<file path="config.mk">
export PLATFORM = sky130hd
export DESIGN_NAME = hazard_scoreboard
export DESIGN_NICKNAME = d
export VERILOG_FILES = /design/src/rtl/hazard_scoreboard_pkg.sv /design/src/rtl/hazard_src_decode.sv /design/src/rtl/hazard_scoreboard.sv
export SDC_FILE = /design/constraint.sdc
export NUM_CORES = 1
export LEC_CHECK = 0
export ABC_AREA = 1
export CAP_MARGIN = 15
export CORE_AREA = 2 2 86 88
export DETAILED_ROUTE_END_ITERATION = 8
export DIE_AREA = 0 0 88 90
export PLACE_DENSITY = 0.5
export SYNTH_ARGS = -nofsm -noshare
export SYNTH_HDL_FRONTEND = slang
export SYNTH_SLANG_ARGS = --single-unit
</file>
<file path="constraint.sdc">
create_clock -name clk -period 4.2 [get_ports clk]
set_input_delay 0.42 -clock clk [delete_from_list [all_inputs] [get_ports clk]]
set_output_delay 0.42 -clock clk [all_outputs]
set_load 0.05 [all_outputs]
</file>
<file path="src/rtl/hazard_scoreboard_pkg.sv">
`default_nettype none
// ============================================================================
// Module   : hazard_scoreboard_pkg
// Brief    : Shared constants, opcode classes and the write-tracker slot type
//            for the issue-stage hazard scoreboard.
// Revision : 1.0 - initial release
// ============================================================================
package hazard_scoreboard_pkg;

    // Bubble handed to decode whenever nothing issues
    localparam logic [15:0] c_NOP_INST   = 16'h0800;
    localparam logic [15:0] c_STALL_MAX  = 16'hFFFF;

    // Opcode classes (opcode is fetch_inst[15:11])
    localparam logic [4:0]  c_OP_HALT    = 5'b00000;
    localparam logic [2:0]  c_OP_BR_COND = 3'b001;   // 001xx conditional branches
    localparam logic [2:0]  c_OP_BR_JUMP = 3'b011;   // 011xx jumps / calls

    // One in-flight register write being tracked behind the issue point
    typedef struct packed {
        logic       valid;
        logic [2:0] regIdx;
        logic       isLoad;
    } slot_t;

    // Control instructions open a branch shadow once they issue
    function automatic logic isControl(input logic [4:0] op);
        return (op[4:2] == c_OP_BR_COND) || (op[4:2] == c_OP_BR_JUMP);
    endfunction

endpackage
`default_nettype wire

</file>
<file path="src/rtl/hazard_src_decode.sv">
`default_nettype none
// ============================================================================
// Module   : hazard_src_decode
// Brief    : Classifies an opcode by which source fields it reads:
//            rs = fetch_inst[10:8], rt = fetch_inst[7:5].
// Revision : 1.0 - initial release
// ============================================================================
module hazard_src_decode
    import hazard_scoreboard_pkg::*;
(
    input  logic [15:11] fetch_inst,
    output logic         rs_used,
    output logic         rt_used
);

    // Opcode-to-source-usage table; anything unlisted reads rs only
    always_comb begin
        rs_used = 1'b1;
        rt_used = 1'b0;
        casez (fetch_inst)
            5'b10000, 5'b10011, 5'b1101?, 5'b111??: begin
                rs_used = 1'b1;
                rt_used = 1'b1;
            end
            c_OP_HALT, 5'b00001, 5'b00010, 5'b00011,
            5'b00100, 5'b00110, 5'b11000: begin
                rs_used = 1'b0;
                rt_used = 1'b0;
            end
            default: begin
                rs_used = 1'b1;
                rt_used = 1'b0;
            end
        endcase
    end

endmodule
`default_nettype wire

</file>
<file path="src/rtl/hazard_scoreboard.sv">
`default_nettype none
// ============================================================================
// Module   : hazard_scoreboard
// Brief    : Issue-stage interlock. Tracks in-flight register writes, stalls
//            dependent instructions, injects branch-shadow bubbles, honours
//            flush and HALT, and counts data-hazard stall cycles.
// Revision : 1.0 - initial release
// ============================================================================
module hazard_scoreboard
    import hazard_scoreboard_pkg::*;
#(
    parameter int PIPE_DEPTH  = 3,
    parameter int BR_SHADOW   = 2,
    parameter int FWD_EN      = 0,
    parameter int FLUSH_DEPTH = 2
) (
    input  logic        clk,
    input  logic        rst,
    input  logic [15:0] fetch_inst,
    input  logic        inst_valid,
    input  logic        dst_wr,
    input  logic [2:0]  dst_reg,
    input  logic        dst_is_load,
    input  logic        flush,
    output logic [15:0] next_inst,
    output logic        pcNop,
    output logic        halted,
    output logic [15:0] stall_cnt
);

    localparam int c_SHADOW_W = (BR_SHADOW > 0) ? $clog2(BR_SHADOW + 1) : 1;
    localparam logic [c_SHADOW_W-1:0] c_SHADOW_LOAD = c_SHADOW_W'(BR_SHADOW);

    slot_t                  r_slots     [PIPE_DEPTH];
    slot_t                  w_slotsNext [PIPE_DEPTH];
    logic [c_SHADOW_W-1:0]  r_shadow;
    logic                   r_halted;
    logic [15:0]            r_stallCnt;

    logic [4:0]             w_opcode;
    logic [2:0]             w_rs;
    logic [2:0]             w_rt;
    logic                   w_rsUsed;
    logic                   w_rtUsed;
    logic [PIPE_DEPTH-1:0]  w_slotHit;
    logic                   w_dataHazard;
    logic                   w_issue;
    logic                   w_holdPc;
    logic                   w_hazStall;
    logic                   w_flushAct;

    assign w_opcode = fetch_inst[15:11];
    assign w_rs     = fetch_inst[10:8];
    assign w_rt     = fetch_inst[7:5];

    hazard_src_decode u_srcDecode (
        .fetch_inst (fetch_inst[15:11]),
        .rs_used    (w_rsUsed),
        .rt_used    (w_rtUsed)
    );

    // A slot hits when it holds a pending write to a source this instruction reads
    generate
        for (genvar gi = 0; gi < PIPE_DEPTH; gi++) begin : g_slotHit
            assign w_slotHit[gi] = r_slots[gi].valid &&
                ((w_rsUsed && (w_rs == r_slots[gi].regIdx)) ||
                 (w_rtUsed && (w_rt == r_slots[gi].regIdx)));
        end
    endgenerate

    // With forwarding only a load result one cycle old cannot be bypassed
    generate
        if (FWD_EN != 0) begin : g_fwdLoadUse
            assign w_dataHazard = w_slotHit[0] && r_slots[0].isLoad;
        end else begin : g_noFwd
            assign w_dataHazard = |w_slotHit;
        end
    endgenerate

    // Resolve the single winning cause for this cycle in priority order
    always_comb begin
        w_issue    = 1'b0;
        w_holdPc   = 1'b0;
        w_hazStall = 1'b0;
        w_flushAct = 1'b0;
        if (rst) begin
            w_holdPc = 1'b0;
        end else if (r_halted) begin
            w_holdPc = 1'b1;
        end else if (flush) begin
            w_holdPc   = 1'b1;
            w_flushAct = 1'b1;
        end else if (r_shadow != '0) begin
            w_holdPc = 1'b1;
        end else if (!inst_valid) begin
            w_holdPc = 1'b0;
        end else if (w_dataHazard) begin
            w_holdPc   = 1'b1;
            w_hazStall = 1'b1;
        end else begin
            w_issue = 1'b1;
        end
    end

    assign next_inst = w_issue ? fetch_inst : c_NOP_INST;
    assign pcNop     = w_holdPc;
    assign halted    = r_halted & ~rst;
    assign stall_cnt = rst ? 16'h0000 : r_stallCnt;

    // Age the tracker by one slot; flush squashes the youngest entries after the shift
    always_comb begin
        for (int i = 0; i < PIPE_DEPTH; i++) begin
            w_slotsNext[i] = '0;
        end
        for (int i = 1; i < PIPE_DEPTH; i++) begin
            w_slotsNext[i] = r_slots[i-1];
        end
        if (w_issue) begin
            w_slotsNext[0] = '{valid: dst_wr, regIdx: dst_reg, isLoad: dst_is_load};
        end
        if (w_flushAct) begin
            for (int i = 0; i < PIPE_DEPTH; i++) begin
                if (i < FLUSH_DEPTH) begin
                    w_slotsNext[i] = '0;
                end
            end
        end
    end

    // Tracker register
    always_ff @(posedge clk) begin
        if (rst) begin
            for (int i = 0; i < PIPE_DEPTH; i++) begin
                r_slots[i] <= '0;
            end
        end else begin
            for (int i = 0; i < PIPE_DEPTH; i++) begin
                r_slots[i] <= w_slotsNext[i];
            end
        end
    end

    // Branch-shadow counter: loaded by an issuing control instruction, cleared by flush
    always_ff @(posedge clk) begin
        if (rst) begin
            r_shadow <= '0;
        end else if (w_flushAct) begin
            r_shadow <= '0;
        end else if (w_issue && isControl(w_opcode)) begin
            r_shadow <= c_SHADOW_LOAD;
        end else if (r_shadow != '0) begin
            r_shadow <= r_shadow - 1'b1;
        end
    end

    // HALT latches once it issues and only reset releases it
    always_ff @(posedge clk) begin
        if (rst) begin
            r_halted <= 1'b0;
        end else if (w_issue && (w_opcode == c_OP_HALT)) begin
            r_halted <= 1'b1;
        end
    end

    // Saturating count of cycles lost to data hazards only
    always_ff @(posedge clk) begin
        if (rst) begin
            r_stallCnt <= '0;
        end else if (w_hazStall && (r_stallCnt != c_STALL_MAX)) begin
            r_stallCnt <= r_stallCnt + 16'd1;
        end
    end

endmodule
`default_nettype wire

</file>
==> results of run 1 <==
==> final cells by class <==
type	instances	area [µm²]	area share, %
Tap cell	99	124	4.45
Multi-Input combinational cell	249	1150	41.5
Inverter	55	206	7.42
Sequential cell	31	621	22.3
Clock buffer	8	100	3.60
Timing Repair Buffer	58	578	20.8
==> path summary, 6_finish.rpt <==
path | start | to | slack (ps) | cells after the start
worst max-delay path | fetch_inst[5] | next_inst[3] | 660 | 13
worst min-delay path | r_shadow[0]$_SDFFE_PP0P_ | r_shadow[0]$_SDFFE_PP0P_ | 410 | 1
worst max register to register | r_stallCnt[0]$_SDFFE_PP0P_ | r_stallCnt[1]$_SDFFE_PP0P_ | 2230 | 10
worst min register to register | r_shadow[0]$_SDFFE_PP0P_ | r_shadow[0]$_SDFFE_PP0P_ | 410 | 1
==> logic make-up after synthesis <==
family,after synthesis,share of synthesized area (%)
fa+ha+maj,1,0.618
flops,31,30.6
simple gates,215,46.4
buf+inv,64,12.4
compound gates,24,6.05
xor+xnor,9,3.89
==> metrics by stage <==
step	hold WS (ps)	power [mW]
final	410	0.657
after global routing	437	0.694
after CTS	409	0.670
after detailed placement	399	0.400
after global placement	397	0.400
after floorplan	390	0.355
==> sequential cells by signal (all words and copies together) (netlist names) <==
register,flops
r_halted,1
r_stallCnt,16
r_slots,12
r_shadow,2
==> placed cells by master, fill, tap and decap left out <==
| master | count |
|---|---|
| nor2_1 | 75 |
| ha_1 | 1 |
| clkdlybuf4s50_1 | 57 |
| dfxtp_1 | 31 |
| a21oi_1 | 18 |
| nor3_1 | 3 |
| nand4_1 | 18 |
| nand3_4 | 2 |
| o21bai_1 | 1 |
| nor3_4 | 1 |
| clkbuf_8 | 7 |
| nand2_1 | 95 |
| clkbuf_1 | 1 |
| buf_4 | 1 |
| or2_2 | 1 |
| nor2_4 | 2 |
| clkinv_1 | 1 |
| nor2_2 | 1 |
| nand3_1 | 14 |
| and2_1 | 1 |
| inv_2 | 9 |
| nand2_2 | 2 |
| inv_1 | 45 |
| o21ai_0 | 5 |
| xor2_1 | 9 |
==> worst max-delay path: stages <==
cell	delay, ps
clkdlybuf4s50_1	510
inv_2	140
nand2_1	60
nand2_1	60
nor2_1	40
nand2_1	50
nand3_1	100
nand2_1	90
nand2_2	260
nor2_2	240
inv_2	180
nor2_1	140
clkdlybuf4s50_1	820
==> per-layer routing <==
layer,track usage (%),vias to the layer above,routed length (µm)
met5,0,-,0
met4,4.49,0,100
met3,3.86,10,227
met2,24.2,36,2680
met1,21.0,952,2810
li1,-,1173,-
==> power breakdown <==
part | internal (mW) | total [mW] | leakage (nW) | switching [mW]
registers | 0.296 | 0.297 | 0.250 | 0.00133
clock network | 0.150 | 0.264 | 0.0515 | 0.115
logic | 0.0378 | 0.0954 | 0.823 | 0.0576
==> results.sh, run 1 <==
export IMPL_status="finished, final reports clean"
export IMPL_io_pins=59
export IMPL_grt_max_degree=38
export IMPL_hold_viol_final=0
export IMPL_fin_util_pct=39.7
export IMPL_post_cts_resized=0
export IMPL_max_slew_margin_rel_pct=50.4
export IMPL_drc_errors=0
export IMPL_ir_worst_vdd_mv=0.0846
export IMPL_fp_dieArea_um2=7920
export IMPL_place_gp_congestion=0.796
export IMPL_grt_overflow_total=0
export IMPL_synth_top_area_share_pct=30.6
export IMPL_die_y_um=90
export IMPL_crit_type="in2out"
export IMPL_syn2layout_area_growth_pct=37.4
export IMPL_p_per_area_nw_per_um2=236
export IMPL_critPathMaxFanout=19
export IMPL_cts_buffers=5
export IMPL_drive_above_1_share_pct=6.48
export IMPL_placed_area_um2=2680
export IMPL_port_buffers=57
export IMPL_wirelength_mm=5.82
export IMPL_synth_area_leaders="dfxtp_1 31%, nand2_1 18%, nor2_1 14%"
export IMPL_cts_root_buffer="clkbuf_8"
export IMPL_final_cells=500
export IMPL_hp_class="reg2reg"
export IMPL_start_util_pct=28.9
export IMPL_stdcell_area_um2=2780
export IMPL_clock_latency_ps=280
export IMPL_setup_ws_ps=662
export IMPL_grt_usage_pct=15.5
export IMPL_grt_pass1_vias=2110
export IMPL_clk_path_buf_depth=2
export IMPL_preCtsSetupSlack_ps=684
export IMPL_n_fill_cell=783
export IMPL_synth_enable_flop_cells=0
export IMPL_rsz0062_at_grt="false"
export IMPL_ys_warn_count=0
export IMPL_synth_main_ff_cell="dfxtp_1"
export IMPL_netlist_top_cells_count="95 x nand2_1, 75 x nor2_1, 45 x inv_1, 31 x dfxtp_1"
export IMPL_firstDrtPassIters=4
export IMPL_yosysMostFrequentCell="nand2_1"
export IMPL_drt_first_iter_violations=138
export IMPL_ys_seq_area_share_pct=30.6
export IMPL_cts_sinks=31
export IMPL_yosys_area_top_type="dfxtp_1"
export IMPL_rows=31
export IMPL_die_w_um=88
export IMPL_finalSetupTns_ps=0
export IMPL_placedCellCount=492
export IMPL_ys_types=25
export IMPL_path_clk_slew_ps=70
export IMPL_post_drt_via_cell_ratio=4.34
export IMPL_async_reset_ff_share_pct=0
export IMPL_setup_violations=0
export IMPL_max_freq_mhz=283
export IMPL_place_hpwl_mm=4.24
export IMPL_grt_pass1_wl_mm=9.79
export IMPL_synth_cells=344
export IMPL_ctsHoldBuffers=0
export IMPL_final_nets=426
export IMPL_diodes=0
export IMPL_antenna_found_initial=0
export IMPL_htreeDepth=2
export IMPL_syn_avg_cell_area_um2=5.89
export IMPL_crit_path_start_kind="input pin"
export IMPL_fin_crit_sh_pct=84.2
export IMPL_min_period_ps=3540
export IMPL_cp_arrival_ps=3120
export IMPL_tightest_slew_ps=737
export IMPL_route_vias_total=2171
export IMPL_wl_per_cell_um=11.6
export IMPL_netlist_area_um2=2030
export IMPL_p_leak_nw=1.13
export IMPL_coreArea_um2=7020
export IMPL_fin_skew_ps=2.82
export IMPL_post_cts_setup_buffers=0
export IMPL_required_ps=3780
export IMPL_finalMaxSlewViolations=0
export IMPL_tritoncts="done"
export IMPL_syn_nets=370
export IMPL_synth_seq_cells=31
export IMPL_cp_end_kind="output pin"
export IMPL_ant_nets=0
export IMPL_max_cap_viol_count=0
Note: power is estimated with default switching activity, not from simulation.
==> run 2, diff against run 1 <==
--- a/config.mk
+++ b/config.mk
@@ -10,7 +10,7 @@
 export CORE_AREA = 2 2 86 88
 export DETAILED_ROUTE_END_ITERATION = 8
 export DIE_AREA = 0 0 88 90
-export PLACE_DENSITY = 0.5
+export PLACE_DENSITY = 0.52
 export SYNTH_ARGS = -nofsm -noshare
 export SYNTH_HDL_FRONTEND = slang
 export SYNTH_SLANG_ARGS = --single-unit
==> constraint.sdc (replaced) <==
create_clock -name clk -period 3.2 [get_ports clk]
set_input_delay 0.32 -clock clk [delete_from_list [all_inputs] [get_ports clk]]
set_output_delay 0.32 -clock clk [all_outputs]
set_load 0.05 [all_outputs]
==> results.sh, run 2 (synthesized netlist as in run 1, its figures left out) <==
export IMPL_status="finished, final reports clean"
export IMPL_tritoncts="done"
export IMPL_stdcell_area_um2=2920
export IMPL_clk_path_buf_depth=2
export IMPL_drc_errors=0
export IMPL_place_gp_congestion=0.790
export IMPL_crit_buf_inv=3
export IMPL_cp_arrival_ps=2300
export IMPL_min_period_ps=2620
export IMPL_largest_register="r_stallCnt"
export IMPL_port_buffers=57
export IMPL_path_clk_slew_ps=60
export IMPL_max_cap_viol_count=0
export IMPL_top_usage_layer="met2"
export IMPL_clkPwrFrac_pct=35.9
export IMPL_final_common_cell="nand2_1"
export IMPL_cts_buffers=5
export IMPL_use_met3_pct=3.31
export IMPL_ant_nets=0
export IMPL_cts_sinks=31
export IMPL_diodes=0
export IMPL_antenna_found_initial=0
export IMPL_rsz0062_at_grt="false"
export IMPL_route_vias_total=2204
export IMPL_grt_usage_pct=15.2
export IMPL_crit_path_start_kind="input pin"
export IMPL_setup_violations=0
export IMPL_crit_family="simple AND/OR/NAND/NOR gates"
export IMPL_max_slew_margin_rel_pct=52.3
export IMPL_ir_worst_vdd_mv=0.150
export IMPL_required_ps=2880
export IMPL_power_share_sequential_pct=47.2
export IMPL_p_leak_nw=1.24
export IMPL_grt_pass1_wl_mm=9.72
export IMPL_hp_class="reg2reg"
export IMPL_syn2layout_area_growth_pct=43.9
export IMPL_post_drt_via_cell_ratio=4.38
export IMPL_cts_root_buffer="clkbuf_8"
export IMPL_die_y_um=90
export IMPL_p_per_area_nw_per_um2=284
export IMPL_ctsHoldBuffers=0
export IMPL_wirelength_mm=5.74
export IMPL_power_internal_uw=603
export IMPL_place_hpwl_mm=4.34
export IMPL_coreArea_um2=7020
export IMPL_fin_crit_sh_pct=82.0
export IMPL_globalRouteMet1Util_pct=20.4
export IMPL_gr_usage_met2_pct=24.2
export IMPL_drive_above_1_share_pct=14.1
export IMPL_firstDrtPassIters=4
export IMPL_grt_overflow_total=0
export IMPL_final_nets=429
export IMPL_wl_per_cell_um=11.4
export IMPL_fp_dieArea_um2=7920
export IMPL_preCtsSetupSlack_ps=580
export IMPL_finalSetupTns_ps=0
export IMPL_largest_registers="r_stallCnt (16), r_slots (12), r_shadow (2)"
export IMPL_post_cts_resized=0
export IMPL_max_freq_mhz=381
export IMPL_tightest_slew_ps=708
export IMPL_drt_first_iter_violations=62
export IMPL_cp_end_kind="output pin"
export IMPL_slowest_delay_ps=510
export IMPL_n_fill_cell=761
export IMPL_grt_max_degree=22
export IMPL_htreeDepth=2
export IMPL_power_share_switching_pct=27.1
export IMPL_io_pins=59
export IMPL_fin_util_pct=41.5
export IMPL_p_comb_share_pct=16.9
export IMPL_largest_reg_flops=16
export IMPL_hold_viol_final=0
export IMPL_path_cells="clkdlybuf4s50_1, o21ai_0, nor2_1, nand2_1, nand3_1, nand2_1, nand2_2, nor2_2, inv_2, nor2_1, buf_12"
export IMPL_finalMaxSlewViolations=0
export IMPL_critical_path_slowest_cell="clkdlybuf4s50_1"
export IMPL_setup_ws_ps=577
export IMPL_fin_skew_ps=5.63
export IMPL_mostFrequentLayoutCells="95 x nand2_1, 75 x nor2_1, 45 x inv_1"
export IMPL_clock_latency_ps=280
export IMPL_critPathMaxFanout=19
export IMPL_start_util_pct=28.9
export IMPL_post_cts_setup_buffers=0
export IMPL_grt_pass1_vias=2080
export IMPL_switching_power_uw=224
export IMPL_placed_area_um2=2830
export IMPL_die_w_um=88
export IMPL_rows=31
export IMPL_crit_type="in2out"
## run 2: cell count changes in the layout (fill, tap and decap cells not counted)
| cell | change |
|---|---|
| buf_12 | +16 |
| clkbuf_8 | -2 |
| clkbuf_1 | +1 |
| buf_4 | +16 |
| clkinv_2 | +1 |
| clkdlybuf4s50_1 | -29 |
## run 2: path summary, 6_finish.rpt
| check | startpoint | to | slack (ps) | cells after the start |
|---|---|---|---|---|
| worst max-delay path | fetch_inst[9] | next_inst[0] | 580 | 11 |
| worst min-delay path | r_shadow[0]$_SDFFE_PP0P_ | r_shadow[0]$_SDFFE_PP0P_ | 410 | 1 |
| worst max register to register | r_stallCnt[0]$_SDFFE_PP0P_ | r_stallCnt[11]$_SDFFE_PP0P_ | 1240 | 9 |
| worst min register to register | r_shadow[0]$_SDFFE_PP0P_ | r_shadow[0]$_SDFFE_PP0P_ | 410 | 1 |
## run 2: stage by stage
step / hold WS, ps / power, mW / std cells
after floorplan: 390 / 0.466 / 344
after global placement: 397 / 0.540 / 495
after detailed placement: 400 / 0.540 / 495
after CTS: 409 / 0.842 / 503
after global routing: 427 / 0.874 / 503
final: 410 / 0.827 / 503
## run 2: cell type report
type / count / area (µm²) / area share, %
multi-input cells: 249 / 1150 / 39.6
well taps: 99 / 124 / 4.25
repair buffers: 61 / 728 / 25.0
clock buffers: 7 / 76.3 / 2.62
inverters: 55 / 206 / 7.08
flip-flops and latches: 31 / 621 / 21.3
clock inverters: 1 / 5.00 / 0.172
## run 2: power groups by stage
stage	registers, mW	logic, mW	clock network [mW]
after global routing	0.390	0.153	0.330
after global placement	0.399	0.141	0
after detailed placement	0.399	0.141	0
final	0.390	0.140	0.297
after floorplan	0.398	0.0676	0
after CTS	0.390	0.142	0.310
## run 2: metal layers
layer  share of wire, %  wire, µm  up-vias
li1                   -         -     1176
met1                 48      2760      983
met2                 47      2680       38
met3                4.0       232        7
met4                1.2        70        0
met5                  0         0        -
==> run 3, diff against run 2 <==
==> constraint.sdc (replaced) <==
create_clock -name clk -period 2.2 [get_ports clk]
set_input_delay 0.22 -clock clk [delete_from_list [all_inputs] [get_ports clk]]
set_output_delay 0.22 -clock clk [all_outputs]
set_load 0.05 [all_outputs]
==> results.sh, run 3 (synthesized netlist as in run 1, its figures left out) <==
export IMPL_setup_violations=0
export IMPL_cts_sinks=31
export IMPL_firstDrtPassIters=4
export IMPL_preCtsSetupSlack_ps=-17.3
export IMPL_fp_dieArea_um2=7920
export IMPL_clock_latency_ps=280
export IMPL_rrSetupSlack_ps=330
export IMPL_place_hpwl_mm=4.40
export IMPL_grt_pass1_wl_mm=10.3
export IMPL_route_vias_total=2296
export IMPL_largest_register="r_stallCnt"
export IMPL_path_clk_slew_ps=60
export IMPL_place_gp_congestion=0.794
export IMPL_power_mw=1.25
export IMPL_grt_usage_pct=16.0
export IMPL_max_cap_viol_count=0
export IMPL_antenna_found_initial=0
export IMPL_drive_above_1_share_pct=21.5
export IMPL_hold_viol_final=0
export IMPL_holdWs_ps=418
export IMPL_gr_usage_met2_pct=25.4
export IMPL_diodes=0
export IMPL_stdcell_area_um2=3350
export IMPL_min_period_ps=2060
export IMPL_die_y_um=90
export IMPL_max_freq_mhz=485
export IMPL_globalRouteMet1Util_pct=22.1
export IMPL_final_nets=439
export IMPL_ant_nets=0
export IMPL_whs_endpoint="r_shadow[0]$_SDFFE_PP0P_"
export IMPL_syn2layout_area_growth_pct=65.3
export IMPL_post_drt_via_cell_ratio=4.48
export IMPL_rsz0062_at_grt="true"
export IMPL_p_leak_nw=1.41
export IMPL_grt_pass1_vias=2274
export IMPL_largest_registers="r_stallCnt (16), r_slots (12), r_shadow (2)"
export IMPL_n_fill_cell=724
export IMPL_final_common_cell="nand2_1"
export IMPL_reg2regPathDepth=10
export IMPL_coreArea_um2=7020
export IMPL_hp_class="reg2reg"
export IMPL_use_met3_pct=2.57
export IMPL_critPathMaxFanout=10
export IMPL_cp_arrival_ps=1840
export IMPL_largest_reg_flops=16
export IMPL_port_buffers=57
export IMPL_hold_depth=1
export IMPL_drc_errors=0
export IMPL_crit_type="in2out"
export IMPL_max_slew_margin_rel_pct=50.0
export IMPL_start_util_pct=28.9
export IMPL_cts_root_buffer="clkbuf_8"
export IMPL_top_usage_layer="met2"
export IMPL_wl_per_cell_um=11.4
export IMPL_htreeDepth=2
export IMPL_setup_ws_ps=140
export IMPL_fin_crit_sh_pct=93.6
export IMPL_hp_start="r_shadow[0]$_SDFFE_PP0P_"
export IMPL_io_pins=59
export IMPL_r2r_start="r_stallCnt[0]$_SDFFE_PP0P_"
export IMPL_cts_buffers=5
export IMPL_status="finished, final reports clean"
export IMPL_mostFrequentLayoutCells="95 x nand2_1, 60 x nor2_1, 45 x inv_1"
export IMPL_grt_max_degree=38
export IMPL_tritoncts="done"
export IMPL_fin_skew_ps=5.22
export IMPL_cp_end_kind="output pin"
export IMPL_finalMaxSlewViolations=0
export IMPL_placed_area_um2=3140
export IMPL_ir_worst_vdd_mv=0.190
export IMPL_wirelength_mm=5.84
export IMPL_die_w_um=88
export IMPL_grt_overflow_total=0
export IMPL_rr_endpoint="r_stallCnt[1]$_SDFFE_PP0P_"
export IMPL_clk_path_buf_depth=2
export IMPL_required_ps=1980
export IMPL_crit_path_start_kind="input pin"
export IMPL_p_per_area_nw_per_um2=372
export IMPL_drt_first_iter_violations=74
export IMPL_rows=31
export IMPL_tightest_slew_ps=742
run 3: cell types whose count changed in the layout (fill, tap and decap cells not counted), sizes merged:
cell / previous run / this run
buf: 33 / 48
clkdlybuf4s50: 28 / 17
dlymetal6s2s: 0 / 6
run 3: area by class of cell:
cell class              instances  area, µm²  area share, %
multi-input cells             249       1260           37.6
repair buffers                 71       1060           31.5
flip-flops and latches         31        621           18.5
inverters                      55        206           6.17
well taps                      99        124           3.70
clock buffers                   7       76.3           2.28
clock inverters                 1       5.00          0.149
run 3: how the worst max path moves through the flow:
stage,endpoint,cells past startpoint,from
after floorplan,pcNop,11,r_slots[0][1]$_SDFF_PP0_
after global placement,next_inst[6],14,fetch_inst[5]
after detailed placement,next_inst[13],14,fetch_inst[5]
after CTS,next_inst[6],14,fetch_inst[5]
after global routing,next_inst[5],13,fetch_inst[13]
final,next_inst[5],13,fetch_inst[13]
run 3: metrics by stage:
stage                     util, %  setup TNS [ps]  instances
after global routing         47.7           -20.9        513
final                        47.7               0        513
after global placement       44.7               0        504
after CTS                    46.3           -20.2        512
after detailed placement     44.7           -35.5        504
after floorplan                 -               0        344
run 3: timing repair:
item / 4_1_cts / 5_1_grt
gates resized for setup: 13 / 23
pin swaps: 0 / 1
hold buffers: 0 / 0
endpoints found under the setup margin: 12 / 16
setup buffers: 0 / 1
run 3: routing by layer:
layer | vias to the layer above | routed length (µm) | part of all wire, %
li1 | 1197 | - | -
met1 | 1038 | 2760 | 47
met2 | 52 | 2810 | 48
met3 | 9 | 192 | 3.3
met4 | 0 | 85 | 1.5
met5 | - | 0 | 0
run 3: power breakdown:
part / internal, mW / switching (mW) / total, mW
Sequential: 0.565 / 0.00255 / 0.567
Combinational: 0.110 / 0.130 / 0.240
Clock: 0.222 / 0.216 / 0.438
run 3: critical path: stages:
cell and delay (ps):
clkdlybuf4s50_1 490, inv_2 70, a21oi_2 150, nand2_1 70, nand2_1 60, nor2_1 40
nand2_1 80, nand2_2 80, nor2_4 90, inv_2 70, buf_12 150, nor2_2 120
buf_12 150
